## config.mk

```make
export PLATFORM = sky130hd
export DESIGN_NAME = dm_sysbus_arbiter
export DESIGN_NICKNAME = d
export VERILOG_FILES = /design/src/rtl/dm_sysbus_arbiter.sv
export SDC_FILE = /design/constraint.sdc
export NUM_CORES = 1
export LEC_CHECK = 0
export CORE_AREA = 2 2 109 111
export CTS_CLUSTER_DIAMETER = 120
export DETAILED_ROUTE_END_ITERATION = 8
export DIE_AREA = 0 0 111 113
export PLACE_DENSITY = 0.62
export SYNTH_ARGS = -nofsm -noshare
export SYNTH_HDL_FRONTEND = slang
export SYNTH_SLANG_ARGS = --single-unit
```

## constraint.sdc

```tcl
create_clock -name clk_i -period 4.1 [get_ports clk_i]
set_clock_uncertainty 0.1 [all_clocks]
set_input_delay 0.82 -clock clk_i [delete_from_list [all_inputs] [get_ports clk_i]]
set_output_delay 0.82 -clock clk_i [all_outputs]
set_load 0.1 [all_outputs]
```

## src/rtl/dm_sysbus_arbiter.sv

```systemverilog
// ---------------------------------------------------------------------------
// dm_sysbus_arbiter
//
// Purpose:
//   Shares the debug module's single system-bus master port (req/gnt/r_valid
//   protocol) between NumReq requesters using round-robin arbitration. Only one
//   transaction is in flight at a time. The response goes back only to the
//   requester that owns the transaction.
//
// Ports:
//   clk_i, rst_ni        clock, asynchronous active-low reset
//   req_i/add_i/we_i/    per-requester request, address, write enable,
//   wdata_i/be_i         write data and byte enables (flattened, requester 0
//                        in the least significant slice)
//   gnt_o                one-hot grant to the owner (mirrors master_gnt_i)
//   r_valid_o            one-hot response valid to the owner
//   r_rdata_o            response data, broadcast to all requesters
//   r_err_o              response is a timeout error
//   master_*_o           request side of the shared bus port
//   master_gnt_i         bus grant
//   master_r_valid_i     bus response valid
//   master_r_rdata_i     bus response data
//   busy_o               arbiter is not idle
//
// Configuration:
//   DM_SYSBUS_ARB_TIMEOUT_EN  when defined, a transaction waiting longer than
//                             TimeoutCycles for its response is completed with
//                             r_err_o=1 and zero data. When undefined, r_err_o
//                             is tied low and the arbiter waits indefinitely.
// ---------------------------------------------------------------------------
module dm_sysbus_arbiter #(
  parameter int unsigned NumReq        = 2,
  parameter int unsigned BusWidth      = 32,
  parameter int unsigned TimeoutCycles = 256
) (
  input  logic                         clk_i,
  input  logic                         rst_ni,
  input  logic [NumReq-1:0]            req_i,
  input  logic [NumReq*BusWidth-1:0]   add_i,
  input  logic [NumReq-1:0]            we_i,
  input  logic [NumReq*BusWidth-1:0]   wdata_i,
  input  logic [NumReq*BusWidth/8-1:0] be_i,
  output logic [NumReq-1:0]            gnt_o,
  output logic [NumReq-1:0]            r_valid_o,
  output logic [BusWidth-1:0]          r_rdata_o,
  output logic                         r_err_o,
  output logic                         master_req_o,
  output logic [BusWidth-1:0]          master_add_o,
  output logic                         master_we_o,
  output logic [BusWidth-1:0]          master_wdata_o,
  output logic [BusWidth/8-1:0]        master_be_o,
  input  logic                         master_gnt_i,
  input  logic                         master_r_valid_i,
  input  logic [BusWidth-1:0]          master_r_rdata_i,
  output logic                         busy_o
);

  localparam int unsigned IdxW = (NumReq > 1) ? $clog2(NumReq) : 1;
  localparam int unsigned BeW  = BusWidth / 8;

  // Parameter sanity: these blocks are intentionally empty and only exist if
  // the instance is misconfigured, which makes the bad configuration visible
  // in the elaborated hierarchy.
  if (NumReq < 2) begin : gen_bad_num_req
  end
  if (TimeoutCycles < 2) begin : gen_bad_timeout
  end

  typedef enum logic [1:0] {
    Idle = 2'd0,
    Req  = 2'd1,
    Wait = 2'd2
  } state_e;

  state_e          state_q, state_d;
  logic [IdxW-1:0] ptr_q, ptr_d;
  logic [IdxW-1:0] owner_q, owner_d;

  // Unpacked views of the flattened per-requester buses.
  logic [BusWidth-1:0] add_arr   [NumReq];
  logic [BusWidth-1:0] wdata_arr [NumReq];
  logic [BeW-1:0]      be_arr    [NumReq];

  for (genvar gi = 0; gi < NumReq; gi++) begin : gen_unpack
    assign add_arr[gi]   = add_i[gi*BusWidth +: BusWidth];
    assign wdata_arr[gi] = wdata_i[gi*BusWidth +: BusWidth];
    assign be_arr[gi]    = be_i[gi*BeW +: BeW];
  end

  // Round-robin pointer advance with wrap at NumReq (not necessarily 2^n).
  function automatic logic [IdxW-1:0] next_idx(input logic [IdxW-1:0] x);
    if (32'(x) == NumReq - 1) return '0;
    else                      return x + 1'b1;
  endfunction

  // Winner search: first asserted request starting at the pointer, wrapping.
  logic            any_req;
  logic            found;
  logic [IdxW-1:0] winner;
  int unsigned     cand;
  logic [IdxW-1:0] cand_idx;

  always_comb begin
    any_req  = |req_i;
    found    = 1'b0;
    winner   = ptr_q;
    cand     = 0;
    cand_idx = '0;
    for (int unsigned i = 0; i < NumReq; i++) begin
      cand = 32'(ptr_q) + i;
      if (cand >= NumReq) cand = cand - NumReq;
      cand_idx = cand[IdxW-1:0];
      if (!found && req_i[cand_idx]) begin
        found  = 1'b1;
        winner = cand_idx;
      end
    end
  end

  // Idle arbitrates with zero latency; afterwards the owner is locked in.
  logic [IdxW-1:0] sel;
  assign sel = (state_q == Idle) ? winner : owner_q;

  // Request fields are only presented while a request is actually on the bus.
  assign master_add_o   = master_req_o ? add_arr[sel]   : '0;
  assign master_we_o    = master_req_o & we_i[sel];
  assign master_wdata_o = master_req_o ? wdata_arr[sel] : '0;
  assign master_be_o    = master_req_o ? be_arr[sel]    : '0;

  assign busy_o = (state_q != Idle);

`ifdef DM_SYSBUS_ARB_TIMEOUT_EN
  localparam int unsigned TW = (TimeoutCycles > 1) ? $clog2(TimeoutCycles) : 1;
  logic [TW-1:0] timer_q, timer_d;
  logic          timeout;
  assign timeout = (timer_q == TW'(TimeoutCycles - 1));
`endif

  always_comb begin
    state_d      = state_q;
    ptr_d        = ptr_q;
    owner_d      = owner_q;
    master_req_o = 1'b0;
    gnt_o        = '0;
    r_valid_o    = '0;
    r_err_o      = 1'b0;
    r_rdata_o    = master_r_rdata_i;

    case (state_q)
      Idle: begin
        master_req_o = any_req;
        if (any_req) begin
          owner_d = winner;
          if (master_gnt_i) begin
            gnt_o[winner] = 1'b1;
            ptr_d         = next_idx(winner);
            state_d       = Wait;
          end else begin
            state_d = Req;
          end
        end
      end

      Req: begin
        master_req_o = req_i[owner_q];
        if (!req_i[owner_q]) begin
          // Requester withdrew before being granted: give up the slot
          // without advancing the pointer.
          state_d = Idle;
        end else if (master_gnt_i) begin
          gnt_o[owner_q] = 1'b1;
          ptr_d          = next_idx(owner_q);
          state_d        = Wait;
        end
      end

      Wait: begin
        if (master_r_valid_i) begin
          r_valid_o[owner_q] = 1'b1;
          state_d            = Idle;
        end
`ifdef DM_SYSBUS_ARB_TIMEOUT_EN
        else if (timeout) begin
          r_valid_o[owner_q] = 1'b1;
          r_err_o            = 1'b1;
          r_rdata_o          = '0;
          state_d            = Idle;
        end
`endif
      end

      default: state_d = Idle;
    endcase
  end

`ifdef DM_SYSBUS_ARB_TIMEOUT_EN
  // Counts cycles spent in Wait; zero on the first Wait cycle.
  assign timer_d = (state_q == Wait && state_d == Wait) ? timer_q + 1'b1 : '0;

  always_ff @(posedge clk_i or negedge rst_ni) begin
    if (!rst_ni) timer_q <= '0;
    else         timer_q <= timer_d;
  end
`endif

  always_ff @(posedge clk_i or negedge rst_ni) begin
    if (!rst_ni) begin
      state_q <= Idle;
      ptr_q   <= '0;
      owner_q <= '0;
    end else begin
      state_q <= state_d;
      ptr_q   <= ptr_d;
      owner_q <= owner_d;
    end
  end

endmodule

```

==> flow_summary.toml <==
[outcome]
status = "completed"

[routing]
drt_iter0_markers = 115
vias = 2599
wire_per_inst_um = 13.7
ant_nets = 0
drc = 0
via_per_inst = 4.23
routed_wl_um = 8420
first_pass_iters = 4

[yosys]
syn_avg_cell_area_um2 = 6.14
synth_cells = 301
ys_seq_area_frac = 0.0542
syn_nets = 477
synth_top_family_by_area = "compound AO/OA/AOI/OAI gates"
yosysWarningCount = 0
synth-compound-area-share = 0.377
synth_xor_xnor_area_share = 0
synth-simple-area-share = 0.320
netlist_area_um2 = 1850
yosys.cell_types.count = 25
synth-seq-cells = 4
synth_mux_area_frac = 0
synthAdderAreaFrac = 0

[timing]
layout_worst_path_cycle_share = 0.914
rsz0062_at_grt = "no"
setup_viol = 0
period_minus_slack_ps = 3750
maxSlewHeadroom = 0.342
fmax_mhz = 267
finalMaxSlewViolations = 0
hold_viol_final = 0
tns_ps = 0
tightest_slew_ps = 983

[power_and_ir_drop]
switching_share = 0.642
p_clk_frac = 0.038
p_per_area_nw_per_um2 = 848
p_sw_uw = 2520
pwr-share-comb = 0.943
p_int_uw = 1400
irDropWorstVdd_mv = 0.443
power_leakage_uw = 0.00181
p_seq_frac = 0.019

[global_route]
grt_max_degree = 39
met2_usage = 0.249
grt_remaining_overflow = 0
grtUsageTotal = 0.126
busiest_layer = "met2"
grt_pass1_wl_um = 13200
grtUsageMet3 = 0.0354
met1_usage = 0.133
grt_pass1_vias = 2674
antenna_found_initial = 0

[layout]
antenna_cells = 0
nNetsFinal = 649
synthToLayoutAreaGrowth_pct = 150
final_cell_count_no_fill = 614
drive_above_1_share = 0.335
multi_input_area_um2 = 1300
register_area_um2 = 100
n_fill_cell = 1106

[die]
fp.dieH_um = 113
dieArea_um2 = 12500
core_area_um2 = 11300
start_util = 0.164
io_pins = 284
die_w_um = 111
rows = 39

[clock_network]
clock_path_buffers = 2
cts_resized = 0
clockRootBuffer = "clkbuf_16"
cts.reportedPaths.clkPinSlew_ps = 30
clock_latency_ps = 220
clock_sink_count = 4
numCtsBuffers = 3
postCtsSetupBuffers = 0
h-tree-depth = 1
cts_tree = "yes"
cts_hold_buf = 0

[critical_path]
path_class = "input port to output pin"
critPathCaptureType = "output pin"
crit_required_ps = 3180
start_kind = "input port"
cp_max_fo = 37
cp.arrival_ps = 2830

[flow_run]
maxCapViolations = 0

[min_path]
hold_class = "register to register"

[placed_design]
dp_hpwl_um = 6950
dp_cells = 611
gp_congestion = 0.835
io_buffer_count = 218
## cells in the mapped netlist
library cell / n / area (µm²)
nand2_1: 140 / 526
a21oi_2: 68 / 596
buf_4: 33 / 248
buf_2: 13 / 65.1
buf_6: 11 / 124
nor2_1: 5 / 18.8
a21oi_1: 4 / 20.0
dfrtp_1: 4 / 100
inv_1: 3 / 11.3
a31oi_1: 2 / 12.5
inv_2: 2 / 7.51
nand3_1: 2 / 10.0
nor2b_1: 2 / 12.5
a21boi_2: 1 / 11.3
a22o_1: 1 / 8.76
a32oi_1: 1 / 8.76
and3_1: 1 / 6.26
conb_1: 1 / 3.75
nand2b_1: 1 / 6.26
nor2_2: 1 / 6.26
o21ai_0: 1 / 5.00
o21ai_1: 1 / 5.00
o31a_1: 1 / 8.76
o31ai_4: 1 / 21.3
or3_1: 1 / 6.26
## sequential cells by signal, summed over array words and instances, names as in the netlist
| signal | flops |
|---|---|
| ptr_q | 1 |
| state_q | 2 |
| owner_q | 1 |
## cells by family (layout without fill, tap and decap cells)
group | count (synthesis) | after routing
other | 1 | 1
buffers and inverters | 62 | 232
and+or+nand+nor | 153 | 153
AOI/OAI and AO/OA | 81 | 81
DFF | 4 | 4
## path summary, 6_finish.rpt
| kind | start | endpoint | slack [ps] | cells past startpoint |
|---|---|---|---|---|
| worst max-delay path | req_i[1] | master_be_o[1] | 350 | 7 |
| worst min-delay path | ptr_q | ptr_q | 540 | 2 |
| worst max register to register | owner_q | state_q[0] | 2530 | 5 |
| worst min register to register | ptr_q | ptr_q | 540 | 2 |
| max in group asynchronous | rst_ni | state_q[0] | 3030 | 1 |
| min in group asynchronous | rst_ni | state_q[1] | 700 | 1 |
## through the flow
stage / cell area, µm² / worst slack [ps] / util / power (µW) / hold WS, ps
5_1_grt: 4630 / 197 / 0.410 / 4070 / 581
3_3_place_gp: 4550 / 393 / 0.404 / 3780 / 509
2_1_floorplan: 1850 / 97.2 / - / 2680 / 424
3_5_place_dp: 4550 / 321 / 0.404 / 3810 / 531
4_1_cts: 4630 / 318 / 0.410 / 3970 / 535
6_report: 4630 / 353 / 0.410 / 3930 / 545
## cells in the final DEF, fill, tap and decap left out, types with 2 or more instances in the layout
cell,instances
clkdlybuf4s50_1,144
nand2_1,140
buf_12,73
a21oi_2,68
buf_4,7
nor2_1,5
a21oi_1,4
dfrtp_1,4
inv_1,3
clkbuf_16,3
inv_2,2
nor2b_1,2
nand3_1,2
a31oi_1,2
## area by class of cell
class / count / share of cell area
multi-input combinational: 235 / 0.281
clock buffer: 3 / 0.0162
tap: 143 / 0.0387
timing repair buffer: 224 / 0.639
inverter: 5 / 0.00406
sequential: 4 / 0.0216
## worst max-delay path, stage by stage
cell and delay, ps:
clkdlybuf4s50_1 640, a21boi_2 130, o31ai_4 290, buf_4 390, nand2_1 140, a21oi_2 210
buf_12 190
## metal layers
layer  part of all wire  wire length, µm  vias up
li1                   -                -     1274
met1               0.39             3240     1161
met2               0.52             4350      148
met3              0.082              691       16
met4              0.015              128        0
met5                  0                0        -
## power groups by stage
| stage | sequential [µW] | combinational, µW | clock [µW] |
|---|---|---|---|
| final | 73.9 | 3700 | 151 |
| after detailed placement | 73.6 | 3730 | 0 |
| after CTS | 73.1 | 3740 | 153 |
| after global placement | 71.4 | 3700 | 0 |
| after floorplan | 67.5 | 2610 | 0 |
| after global routing | 76.6 | 3830 | 157 |
Power figures use the tool's default switching activity.
